===== src/rtl/hmac_gen_pkg.sv =====
// Shared types and constants for the parametrised HMAC sequencer.
package hmac_gen_pkg;

  typedef enum logic [2:0] {
    StIdle,
    StIPad,
    StMsg,
    StWaitResp,
    StPushDigest,
    StOPad,
    StDone
  } hmac_st_e;

  typedef enum logic {
    RoundInner,
    RoundOuter
  } round_e;

  typedef enum logic [1:0] {
    SelIPad,
    SelOPad,
    SelFifo
  } rdata_sel_e;

  localparam logic [7:0] IPadByte = 8'h36;
  localparam logic [7:0] OPadByte = 8'h5c;

endpackage


===== src/rtl/hmac_key_pad.sv =====
// Masks the secret key to key_len bytes (MSB first), widens it to a block and XORs the pad byte.
module hmac_key_pad
  import hmac_gen_pkg::*;
#(
  parameter int unsigned KeyBits   = 256,
  parameter int unsigned BlockBits = 512,
  parameter logic [7:0]  PadByte   = IPadByte
) (
  input  logic [KeyBits-1:0]          secret_key,
  input  logic [$clog2(KeyBits/8):0]  key_len,
  output logic [BlockBits-1:0]        pad
);

  logic [BlockBits-1:0] kb;

  always_comb begin
    kb = '0;
    for (int unsigned i = 0; i < KeyBits / 8; i++) begin
      if (i < 32'(key_len)) begin
        kb[BlockBits-1-8*i -: 8] = secret_key[KeyBits-1-8*i -: 8];
      end
    end
    pad = kb ^ {(BlockBits / 8){PadByte}};
  end

endmodule


===== src/rtl/hmac_core_gen.sv =====
// HMAC sequencer between the message FIFO and the SHA-2 engine; transparent when hmac_en is low.
module hmac_core_gen
  import hmac_gen_pkg::*;
#(
  parameter int unsigned WordW       = 32,
  parameter int unsigned BlockBits   = 512,
  parameter int unsigned DigestWords = 8,
  parameter int unsigned KeyBits     = 256,
  parameter int unsigned LenW        = 64
) (
  input  logic                            clk_i,
  input  logic                            rst_i,
  input  logic [KeyBits-1:0]              secret_key,
  input  logic [$clog2(KeyBits/8):0]      key_len,
  input  logic                            hmac_en,
  input  logic                            reg_hash_start,
  input  logic                            reg_hash_process,
  input  logic                            abort_i,
  output logic                            hash_done,
  output logic                            busy,
  output logic                            err_key_len,
  output logic                            sha_hash_start,
  output logic                            sha_hash_process,
  input  logic                            sha_hash_done,
  output logic                            sha_rvalid,
  output logic [WordW-1:0]                sha_rdata,
  output logic [WordW/8-1:0]              sha_rmask,
  input  logic                            sha_rready,
  input  logic                            fifo_rvalid,
  input  logic [WordW-1:0]                fifo_rdata,
  input  logic [WordW/8-1:0]              fifo_rmask,
  output logic                            fifo_rready,
  output logic                            fifo_wsel,
  output logic                            fifo_wvalid,
  output logic [$clog2(DigestWords)-1:0]  fifo_wdata_sel,
  input  logic                            fifo_wready,
  input  logic [LenW-1:0]                 message_length,
  output logic [LenW-1:0]                 sha_message_length
);

  localparam int unsigned SelW        = $clog2(DigestWords);
  localparam int unsigned NumWords    = BlockBits / WordW;
  localparam int unsigned WordIdxW    = $clog2(NumWords);
  localparam int unsigned BitOffW     = $clog2(WordW);
  localparam int unsigned MaxKeyBytes = KeyBits / 8;
  localparam logic [LenW-1:0] BlockLen = LenW'(BlockBits);
  localparam logic [LenW-1:0] WordLen  = LenW'(WordW);
  localparam logic [LenW-1:0] OuterLen = LenW'(BlockBits + DigestWords * WordW);
  localparam logic [SelW-1:0] LastSel  = SelW'(DigestWords - 1);

  hmac_st_e        state_q, state_d;
  round_e          round_q, round_d;
  logic [LenW-1:0] txcount_q, txcount_d;
  logic [SelW-1:0] sel_q, sel_d;
  logic            process_flag_q, process_flag_d;

  logic [BlockBits-1:0] ipad, opad;
  logic [NumWords-1:0][WordW-1:0] ipad_words, opad_words;
  logic [WordIdxW-1:0] word_idx;
  logic [LenW-1:0]     msg_len;
  logic                msg_exit, key_ok, aborting;
  rdata_sel_e          rsel;

  hmac_key_pad #(.KeyBits(KeyBits), .BlockBits(BlockBits), .PadByte(IPadByte)) u_ipad (
    .secret_key (secret_key),
    .key_len    (key_len),
    .pad        (ipad)
  );

  hmac_key_pad #(.KeyBits(KeyBits), .BlockBits(BlockBits), .PadByte(OPadByte)) u_opad (
    .secret_key (secret_key),
    .key_len    (key_len),
    .pad        (opad)
  );

  // Word k sits at the MSB end, so it is packed element NumWords-1-k, i.e. the inverted index.
  assign ipad_words = ipad;
  assign opad_words = opad;
  assign word_idx   = txcount_q[BitOffW +: WordIdxW];

  assign msg_len  = (round_q == RoundInner) ? message_length + BlockLen : OuterLen;
  assign msg_exit = (txcount_q >= msg_len) && ((round_q == RoundOuter) || process_flag_q);
  assign key_ok   = (32'(key_len) <= MaxKeyBytes);
  assign aborting = hmac_en && abort_i && (state_q != StIdle);

  assign busy               = (state_q != StIdle);
  assign fifo_wdata_sel     = sel_q;
  assign sha_message_length = hmac_en ? msg_len : message_length;

  always_comb begin
    sha_hash_start   = 1'b0;
    sha_hash_process = 1'b0;
    hash_done        = 1'b0;
    err_key_len      = 1'b0;
    sha_rvalid       = 1'b0;
    fifo_rready      = 1'b0;
    fifo_wsel        = 1'b0;
    fifo_wvalid      = 1'b0;
    rsel             = SelFifo;
    unique case (state_q)
      StIdle: begin
        if (reg_hash_start) begin
          if (key_ok) sha_hash_start = 1'b1;
          else        err_key_len    = 1'b1;
        end
      end
      StIPad: begin
        rsel       = SelIPad;
        sha_rvalid = (txcount_q != BlockLen);
      end
      StMsg: begin
        if (round_q == RoundInner) sha_hash_process = reg_hash_process;
        if (msg_exit) begin
          if (round_q == RoundOuter) sha_hash_process = 1'b1;
        end else begin
          sha_rvalid  = fifo_rvalid;
          fifo_rready = sha_rready;
        end
      end
      StPushDigest: begin
        fifo_wsel   = 1'b1;
        fifo_wvalid = 1'b1;
        if (fifo_wready && (sel_q == LastSel)) sha_hash_start = 1'b1;
      end
      StOPad: begin
        fifo_wsel  = 1'b1;
        rsel       = SelOPad;
        sha_rvalid = (txcount_q != BlockLen);
      end
      StDone:  hash_done = 1'b1;
      default: ;
    endcase
    if (aborting) begin
      sha_hash_start   = 1'b0;
      sha_hash_process = 1'b0;
      hash_done        = 1'b0;
      sha_rvalid       = 1'b0;
      fifo_rready      = 1'b0;
      fifo_wsel        = 1'b0;
      fifo_wvalid      = 1'b0;
    end
    if (!hmac_en) begin
      sha_hash_start   = reg_hash_start;
      sha_hash_process = reg_hash_process;
      hash_done        = sha_hash_done;
      err_key_len      = 1'b0;
      sha_rvalid       = fifo_rvalid;
      fifo_rready      = sha_rready;
      fifo_wsel        = 1'b0;
      fifo_wvalid      = 1'b0;
      rsel             = SelFifo;
    end
  end

  always_comb begin
    unique case (rsel)
      SelIPad: begin
        sha_rdata = ipad_words[~word_idx];
        sha_rmask = '1;
      end
      SelOPad: begin
        sha_rdata = opad_words[~word_idx];
        sha_rmask = '1;
      end
      default: begin
        sha_rdata = fifo_rdata;
        sha_rmask = fifo_rmask;
      end
    endcase
  end

  always_comb begin
    state_d        = state_q;
    round_d        = round_q;
    sel_d          = '0;
    txcount_d      = (sha_rvalid && sha_rready) ? txcount_q + WordLen : txcount_q;
    process_flag_d = process_flag_q;
    if (reg_hash_start || hash_done || abort_i) process_flag_d = 1'b0;
    if (reg_hash_process)                       process_flag_d = 1'b1;
    unique case (state_q)
      StIdle: begin
        if (hmac_en && reg_hash_start && key_ok) begin
          state_d   = StIPad;
          round_d   = RoundInner;
          txcount_d = '0;
        end
      end
      StIPad:     if (txcount_q == BlockLen) state_d = StMsg;
      StMsg:      if (msg_exit) state_d = StWaitResp;
      StWaitResp: begin
        if (sha_hash_done) state_d = (round_q == RoundInner) ? StPushDigest : StDone;
      end
      StPushDigest: begin
        sel_d = sel_q;
        if (fifo_wready) begin
          if (sel_q == LastSel) begin
            state_d   = StOPad;
            round_d   = RoundOuter;
            txcount_d = '0;
            sel_d     = '0;
          end else begin
            sel_d = sel_q + SelW'(1);
          end
        end
      end
      StOPad:  if (txcount_q == BlockLen) state_d = StMsg;
      StDone:  state_d = StIdle;
      default: state_d = StIdle;
    endcase
    if (aborting) begin
      state_d        = StIdle;
      txcount_d      = '0;
      sel_d          = '0;
      process_flag_d = 1'b0;
    end
    if (!hmac_en) state_d = StIdle;
  end

  always_ff @(posedge clk_i) begin
    if (rst_i) begin
      state_q        <= StIdle;
      round_q        <= RoundInner;
      txcount_q      <= '0;
      sel_q          <= '0;
      process_flag_q <= 1'b0;
    end else begin
      state_q        <= state_d;
      round_q        <= round_d;
      txcount_q      <= txcount_d;
      sel_q          <= sel_d;
      process_flag_q <= process_flag_d;
    end
  end

endmodule


===== config.mk =====
export PLATFORM = sky130hd
export DESIGN_NAME = hmac_core_gen
export DESIGN_NICKNAME = d
export VERILOG_FILES = /design/src/rtl/hmac_gen_pkg.sv /design/src/rtl/hmac_key_pad.sv /design/src/rtl/hmac_core_gen.sv
export SDC_FILE = /design/constraint.sdc
export NUM_CORES = 1
export LEC_CHECK = 0
export ABC_CLOCK_PERIOD_IN_PS = 13700
export CAP_MARGIN = 5
export CORE_AREA = 4 4 188 190
export CTS_CLUSTER_DIAMETER = 60
export DETAILED_ROUTE_END_ITERATION = 8
export DIE_AREA = 0 0 192 194
export PLACE_DENSITY = 0.71
export SYNTH_ARGS = -nofsm -noshare
export SYNTH_HDL_FRONTEND = slang
export SYNTH_SLANG_ARGS = --single-unit

===== constraint.sdc =====
create_clock -name clk_i -period 13.7 [get_ports clk_i]
set_clock_uncertainty 0.15 [all_clocks]
set_input_delay 4.11 -clock clk_i [delete_from_list [all_inputs] [get_ports clk_i]]
set_output_delay 4.11 -clock clk_i [all_outputs]
set_load 0.02 [all_outputs]

== After elaboration in Yosys (flattened, before gate mapping) ==
Cells that the tools add are included.

* Input bits: 372
* Register bits: 72
* Output and inout bits: 112
* Logic and storage cells: 182

* Reduce and logical (&&, ||, !) cells: 23
* Add/sub/neg operators: 3
* Muxes and demuxes: 95
* Bitwise logic cells: 5
* Equality and inequality tests: 16
* $lt $le $gt $ge: 35

{| class="wikitable"
|+ Operators with widths
! operator !! count
|-
| 256-bit NOT || 2
|-
| 64-bit 2-to-1 mux || 6
|-
| 32-bit binary-select mux with 4-bit select || 2
|-
| 8-bit 2-to-1 mux || 32
|-
| 64-bit one-hot mux with 2 select lines || 1
|-
| 5-bit by 6-bit < comparator with 1-bit output, first input constant || 16
|-
| 64-bit by 10-bit adder with 64-bit output, second input constant || 1
|-
| 64-bit by 6-bit adder with 64-bit output, second input constant || 1
|-
| 64-bit by 10-bit == test with 1-bit output, second input constant || 1
|-
| 64-bit >= comparator || 1
|-
| 32-bit 2-to-1 mux || 2
|-
| 64-bit by 10-bit inequality test with 1-bit output, second input constant || 1
|-
| 32-bit one-hot mux with 2 select lines || 1
|-
| 4-bit by 6-bit < comparator with 1-bit output, first input constant || 8
|-
| 1-bit 2-to-1 mux || 36
|-
| 3-bit by 6-bit < comparator with 1-bit output, first input constant || 4
|-
| 3-bit 2-to-1 mux || 7
|-
| 3-bit one-hot mux with 5 select lines || 1
|-
| 3-bit == test, second input constant || 4
|-
| 1-bit by 6-bit < comparator with 1-bit output, first input constant || 2
|-
| 2-bit by 6-bit < comparator with 1-bit output, first input constant || 2
|-
| 2-bit inequality test, second input constant || 5
|-
| 2-bit OR reduction || 4
|-
| 1-bit logical AND || 7
|-
| 21 further kinds || 30
|}

== Depth between registers and ports, before layout ==
* Depth after elaboration: 13
* Depth in mapped cells: 20
* Gate-level depth less buffers: 18

== By module ==
A second synthesis with hierarchy kept.

* Cells, all modules: 2,741
* Area, all modules: 23,587.6 um^2

{| class="wikitable"
|+ Modules (own cells, without submodules)
! module !! sequential area each (um^2) !! times used !! area an instance (um^2) !! cells each
|-
| hmac_core_gen || 1,341.3 || 1 || 15,577.4 || 1,519
|-
| hmac_key_pad || 0.0 || 2 || 4,005.1 || 611
|}

== Least setup slack after synthesis ==
OpenSTA, ideal clock, no wires.

* Path kind: input to output
* From: input port message_length[17]
* To: output port sha_rvalid
* Data required time: 9,440 ps
* Arrival: 8,015 ps
* Buffers on the path: 1
* Stages: 16
* Setup slack: 1,425 ps
* Cells stage by stage: and4_1 nand4_1 nor4_1 and3_1 clkbuf_1 and2_1 xnor2_1 nand2b_1 ha_1 nand4_1 or4_1 or4_1 o21bai_1 a21oi_1 o21ai_0 a21o_1

* Longest elaborated chain between the ends: 8

{| class="wikitable"
|+ RTL lines
! element !! RTL line !! source
|-
| from (decl) || hmac_core_gen.sv:37 || <nowiki>input logic [LenW-1:0] message_length,</nowiki>
|-
| 64-bit by 10-bit adder with 64-bit output || hmac_core_gen.sv:81 || <nowiki>assign msg_len = (round_q == RoundInner) ? message_length + BlockLen : OuterLen;</nowiki>
|-
| 64-bit 2-to-1 mux || hmac_core_gen.sv:81 ||
|-
| 64-bit >= comparator || hmac_core_gen.sv:82 || <nowiki>assign msg_exit = (txcount_q >= msg_len) && ((round_q == RoundOuter) || process_flag_q);</nowiki>
|-
| 1-bit logical AND || hmac_core_gen.sv:82 ||
|-
| 1-bit 2-to-1 mux || hmac_core_gen.sv:113 || <nowiki>if (msg_exit) begin</nowiki>
|-
| 1-bit one-hot mux with 2 select lines || hmac_core_gen.sv:100 || <nowiki>unique case (state_q)</nowiki>
|-
| 1-bit 2-to-1 mux || hmac_core_gen.sv:133 || <nowiki>if (aborting) begin</nowiki>
|-
| 1-bit 2-to-1 mux || hmac_core_gen.sv:142 || <nowiki>if (!hmac_en) begin</nowiki>
|-
| to (decl) || hmac_core_gen.sv:25 || <nowiki>output logic sha_rvalid,</nowiki>
|}

No other way between the ends.

== Worst setup path after layout ==
* From: input port message_length[19]
* To: output port sha_hash_process

* Longest elaborated chain between the ends: 8

{| class="wikitable"
|+ RTL lines
! element !! RTL line !! source
|-
| 64-bit by 10-bit adder with 64-bit output || hmac_core_gen.sv:81 ||
|-
| 64-bit 2-to-1 mux || hmac_core_gen.sv:81 ||
|-
| 64-bit >= comparator || hmac_core_gen.sv:82 ||
|-
| 1-bit logical AND || hmac_core_gen.sv:82 ||
|-
| 1-bit 2-to-1 mux || hmac_core_gen.sv:113 ||
|-
| 1-bit 2-to-1 mux || hmac_core_gen.sv:100 ||
|-
| 1-bit 2-to-1 mux || hmac_core_gen.sv:133 ||
|-
| 1-bit 2-to-1 mux || hmac_core_gen.sv:142 ||
|-
| to (decl) || hmac_core_gen.sv:23 || <nowiki>output logic sha_hash_process,</nowiki>
|}

No other way between the ends.

==> reports/qor_table.md <==
| Metric | This run | Unit |
|---|---|---|
| Portion of the clock cycle consumed by the worst path in the final layout | 97.5 | % |
| Area of the core | 0.0334 | mm^2 |
| Total negative setup slack | 0 | ps |
| Synthesized netlist cell count | 1,411 | - |
| Number of antenna-violating nets in the routed design | 0 | - |
| Number of pins exceeding their max-slew limit in the final report | 0 | - |
| CP required | 9440 | ps |
| Min Clock Period, post-route | 13,360 | ps |
| Fraction of final layout cells sized beyond drive strength 1 | 4.80 | % |
| Number of synthesis warnings | 0 | - |
| Total vias in the final route | 13,526 | - |
| Worst slew pin tran | 1120 | ps |
| Largest cells by area after synthesis | dfxtp_1, a221oi_1, ha_1, a21oi_1, mux2i_1 | - |
| Post-synthesis sequential element count | 67 | - |
| Post-detailed-route DRC marker count | 0 | - |
| Worst-case headroom to the max-slew limit | 24.4 | % |
| CTS clock-pin slew for the worst setup and hold paths | 60 | ps |
| Antenna violations before repair | 12 | - |
| Crit path launch type | input pin | - |
| Buffers from clock root to sink, at most | 2 | - |
| Maximum operating frequency | 74.8 | MHz |
| Primary flip-flop cell chosen by synthesis mapping | dfxtp_1 | - |
| Die span in y | 194 | um |
| Number of different library cells in the post-synthesis netlist | 64 | - |
| Average via count per standard cell | 5.86 | - |
| Number of buffers inserted during clock tree synthesis | 9 | - |
| Post-CTS Setup Bufs | 0 | - |
| Fraction of synthesis flops using an asynchronous set or reset pin | 0 | % |
| Type of the worst min-delay path | flop to flop | - |
| Final RePlAce weighted congestion | 0.967 | - |
| Maximum number of pins on one net before global-route repair | 72 | - |
| Crit path DAT | 9100 | ps |
| Placed wire-length estimate after detailed placement | 46,500 | um |
| Power Density | 51.9 | mW/mm^2 |
| Cts hold-fix bufs | 0 | - |
| Average wire per cell in the routed design | 24.4 | um |
| Synth-to-layout area growth | 57.2 | % |
| TritonRoute pass-1 iters | 5 | - |
| Largest area contributor in the netlist | dfxtp_1 | - |
| Leakage power | 6.06 | nW |
| Part of the Yosys area used for sequential elements | 13.5 | % |
| Root buffer cell | clkbuf_16 | - |
| RSZ-0062 raised after global routing | no | - |
| Port Buffers | 483 | - |
| Die outline width | 192 | um |
| Number of enable flip-flop cells after synthesis | 0 | - |
| Kind of critical path | input pin to primary output | - |
| GR Overflow Total | 0 | - |
| Count of clock tree sinks | 67 | - |
| Commonest cells after routing, fill and taps aside | clkdlybuf4s50_1, nand2_1, a21oi_1, a221oi_1, inv_1 | - |
| Count of routing violations after the opening detailed-route iteration | 1,146 | - |
| CP endpoint kind | primary output | - |
| Clock latency at the later pin of the worst-skew pair | 340 | ps |
| CP max FO | 7 | - |
| Final WS setup | 337 | ps |
| Count of boundary I/O pins | 484 | - |
| Via count of the first global-routing pass | 12,732 | - |
| Routed WL | 56,400 | um |
| Die area | 0.0372 | mm^2 |
| TritonCTS clock tree | yes | - |
| Number of levels in the clock H-tree | 3 | - |
| Starting density of the core | 29.8 | % |
| Average footprint of a synthesized cell | 7.05 | um^2 |
| Top cell type's share of synthesized area | 13.5 | % |
| Total nets after synthesis | 1,846 | - |
| Highest ir drop seen on vdd | 0.0647 | mV |
| Run status | completed | - |
| Global-route usage over all layers | 28.4 | % |
| Most common cell after layout, fill and taps aside | clkdlybuf4s50_1 | - |
| Synthesized cell area | 0.00995 | mm^2 |
| Final Hold Vio Count | 0 | - |
| Wire length of the first global-routing pass | 81,100 | um |
| Final nets | 2,286 | - |
| Number of core rows | 67 | - |
| PostCTS Resize Cnt | 0 | - |
| Setup slack after placement | 86.0 | ps |
| Number of maximum-capacitance constraint violations | 0 | - |
| Final setup violating endpoints | 0 | - |
[layer usage]
layer | vias to the layer above | share of wire, % | global-route usage (%) | wire length (um)
li1 | 6257 | - | - | -
met1 | 6480 | 39 | 34.4 | 22000
met2 | 681 | 49 | 48.9 | 27500
met3 | 104 | 8.1 | 6.63 | 4590
met4 | 4 | 4.1 | 9.98 | 2300
met5 | - | 0.058 | 0 | 33
[sequential cells by signal (all words and copies together), names as in the netlist]
| name | flops |
|---|---|
| fifo_wdata_sel | 3 |
| process_flag_q | 1 |
| state_q | 3 |
| round_q | 1 |
| txcount_q | 59 |
[area by class of cell]
class                   count  area, um^2
diodes                      7        17.5
clock buffers              10         239
clock inverters             5        85.1
fillers                  3238       17800
inverters                  77         289
multi-input cells        1178        8010
flip-flops and latches     67        1350
well taps                 448         561
repair buffers            518        5100
[stage by stage]
step           area [um^2]  cells  utilization, %  power (W)  hold slack [ps]
3_5_place_dp         15300   2287            45.6   0.000558              341
6_report             15600   2310            46.8   0.000813              347
3_3_place_gp         15300   2287            45.6   0.000555              331
2_1_floorplan         9950   1411               -   0.000343              319
5_1_grt              15600   2310            46.8   0.000846              376
4_1_cts              15600   2302            46.6   0.000813              352
[critical path, stage by stage]
cell and delay [ps]:
clkdlybuf4s50_1 550, and4_1 300, nand4_1 150, nor4_2 300, buf_4 200, and3_1 300
and2_1 240, xnor2_1 140, nand2b_1 90, ha_1 290, nand4_1 140, or4_1 580
or4_1 600, o21bai_1 250, nand2_1 110, a22o_1 120, clkdlybuf4s50_1 620
[power breakdown]
group          total (W)  switching [W]  internal (W)
clock           0.000255      0.0000907      0.000164
combinational   0.000362       0.000174      0.000188
sequential      0.000196    0.000000610      0.000195
total           0.000813       0.000265      0.000548
[synthesized netlist by cell type (all sizes together), types with 5 or more instances]
library cell,instances
dfxtp,67
xnor2,59
nand2,128
a311oi,5
o21a,7
nand2b,58
o21ai,69
a221o,13
o211ai,10
nor3b,5
nand4,30
or4,32
a21boi,9
o22ai,11
a31oi,8
and3,21
a221oi,93
buf,24
a22oi,17
ha,63
a21o,7
and2,25
clkbuf,65
xor2,12
inv,75
nor4,23
nand3,56
or3,49
a21oi,124
nor3,29
o31ai,24
or2,16
mux2i,52
and4,14
a211oi,5
nor2b,13
nor2,62
[final timing paths]
check | slack [ps] | cells past startpoint | from | to
min | 350 | 2 | round_q | round_q
min reg2reg | 350 | 2 | round_q | round_q
max | 340 | 17 | message_length[19] | sha_hash_process
max reg2reg | 9230 | 12 | round_q | txcount_q[53]
[kinds of logic after synthesis]
logic type | count (synthesis) | synth area share [%]
fa+ha+maj | 63 | 7.92
compound gates | 419 | 28.6
buf+inv | 166 | 6.49
flops | 67 | 13.5
simple gates | 568 | 31.0
xor+xnor | 71 | 6.25
mux | 57 | 6.25
No activity file was read; power rests on OpenSTA's default activity.
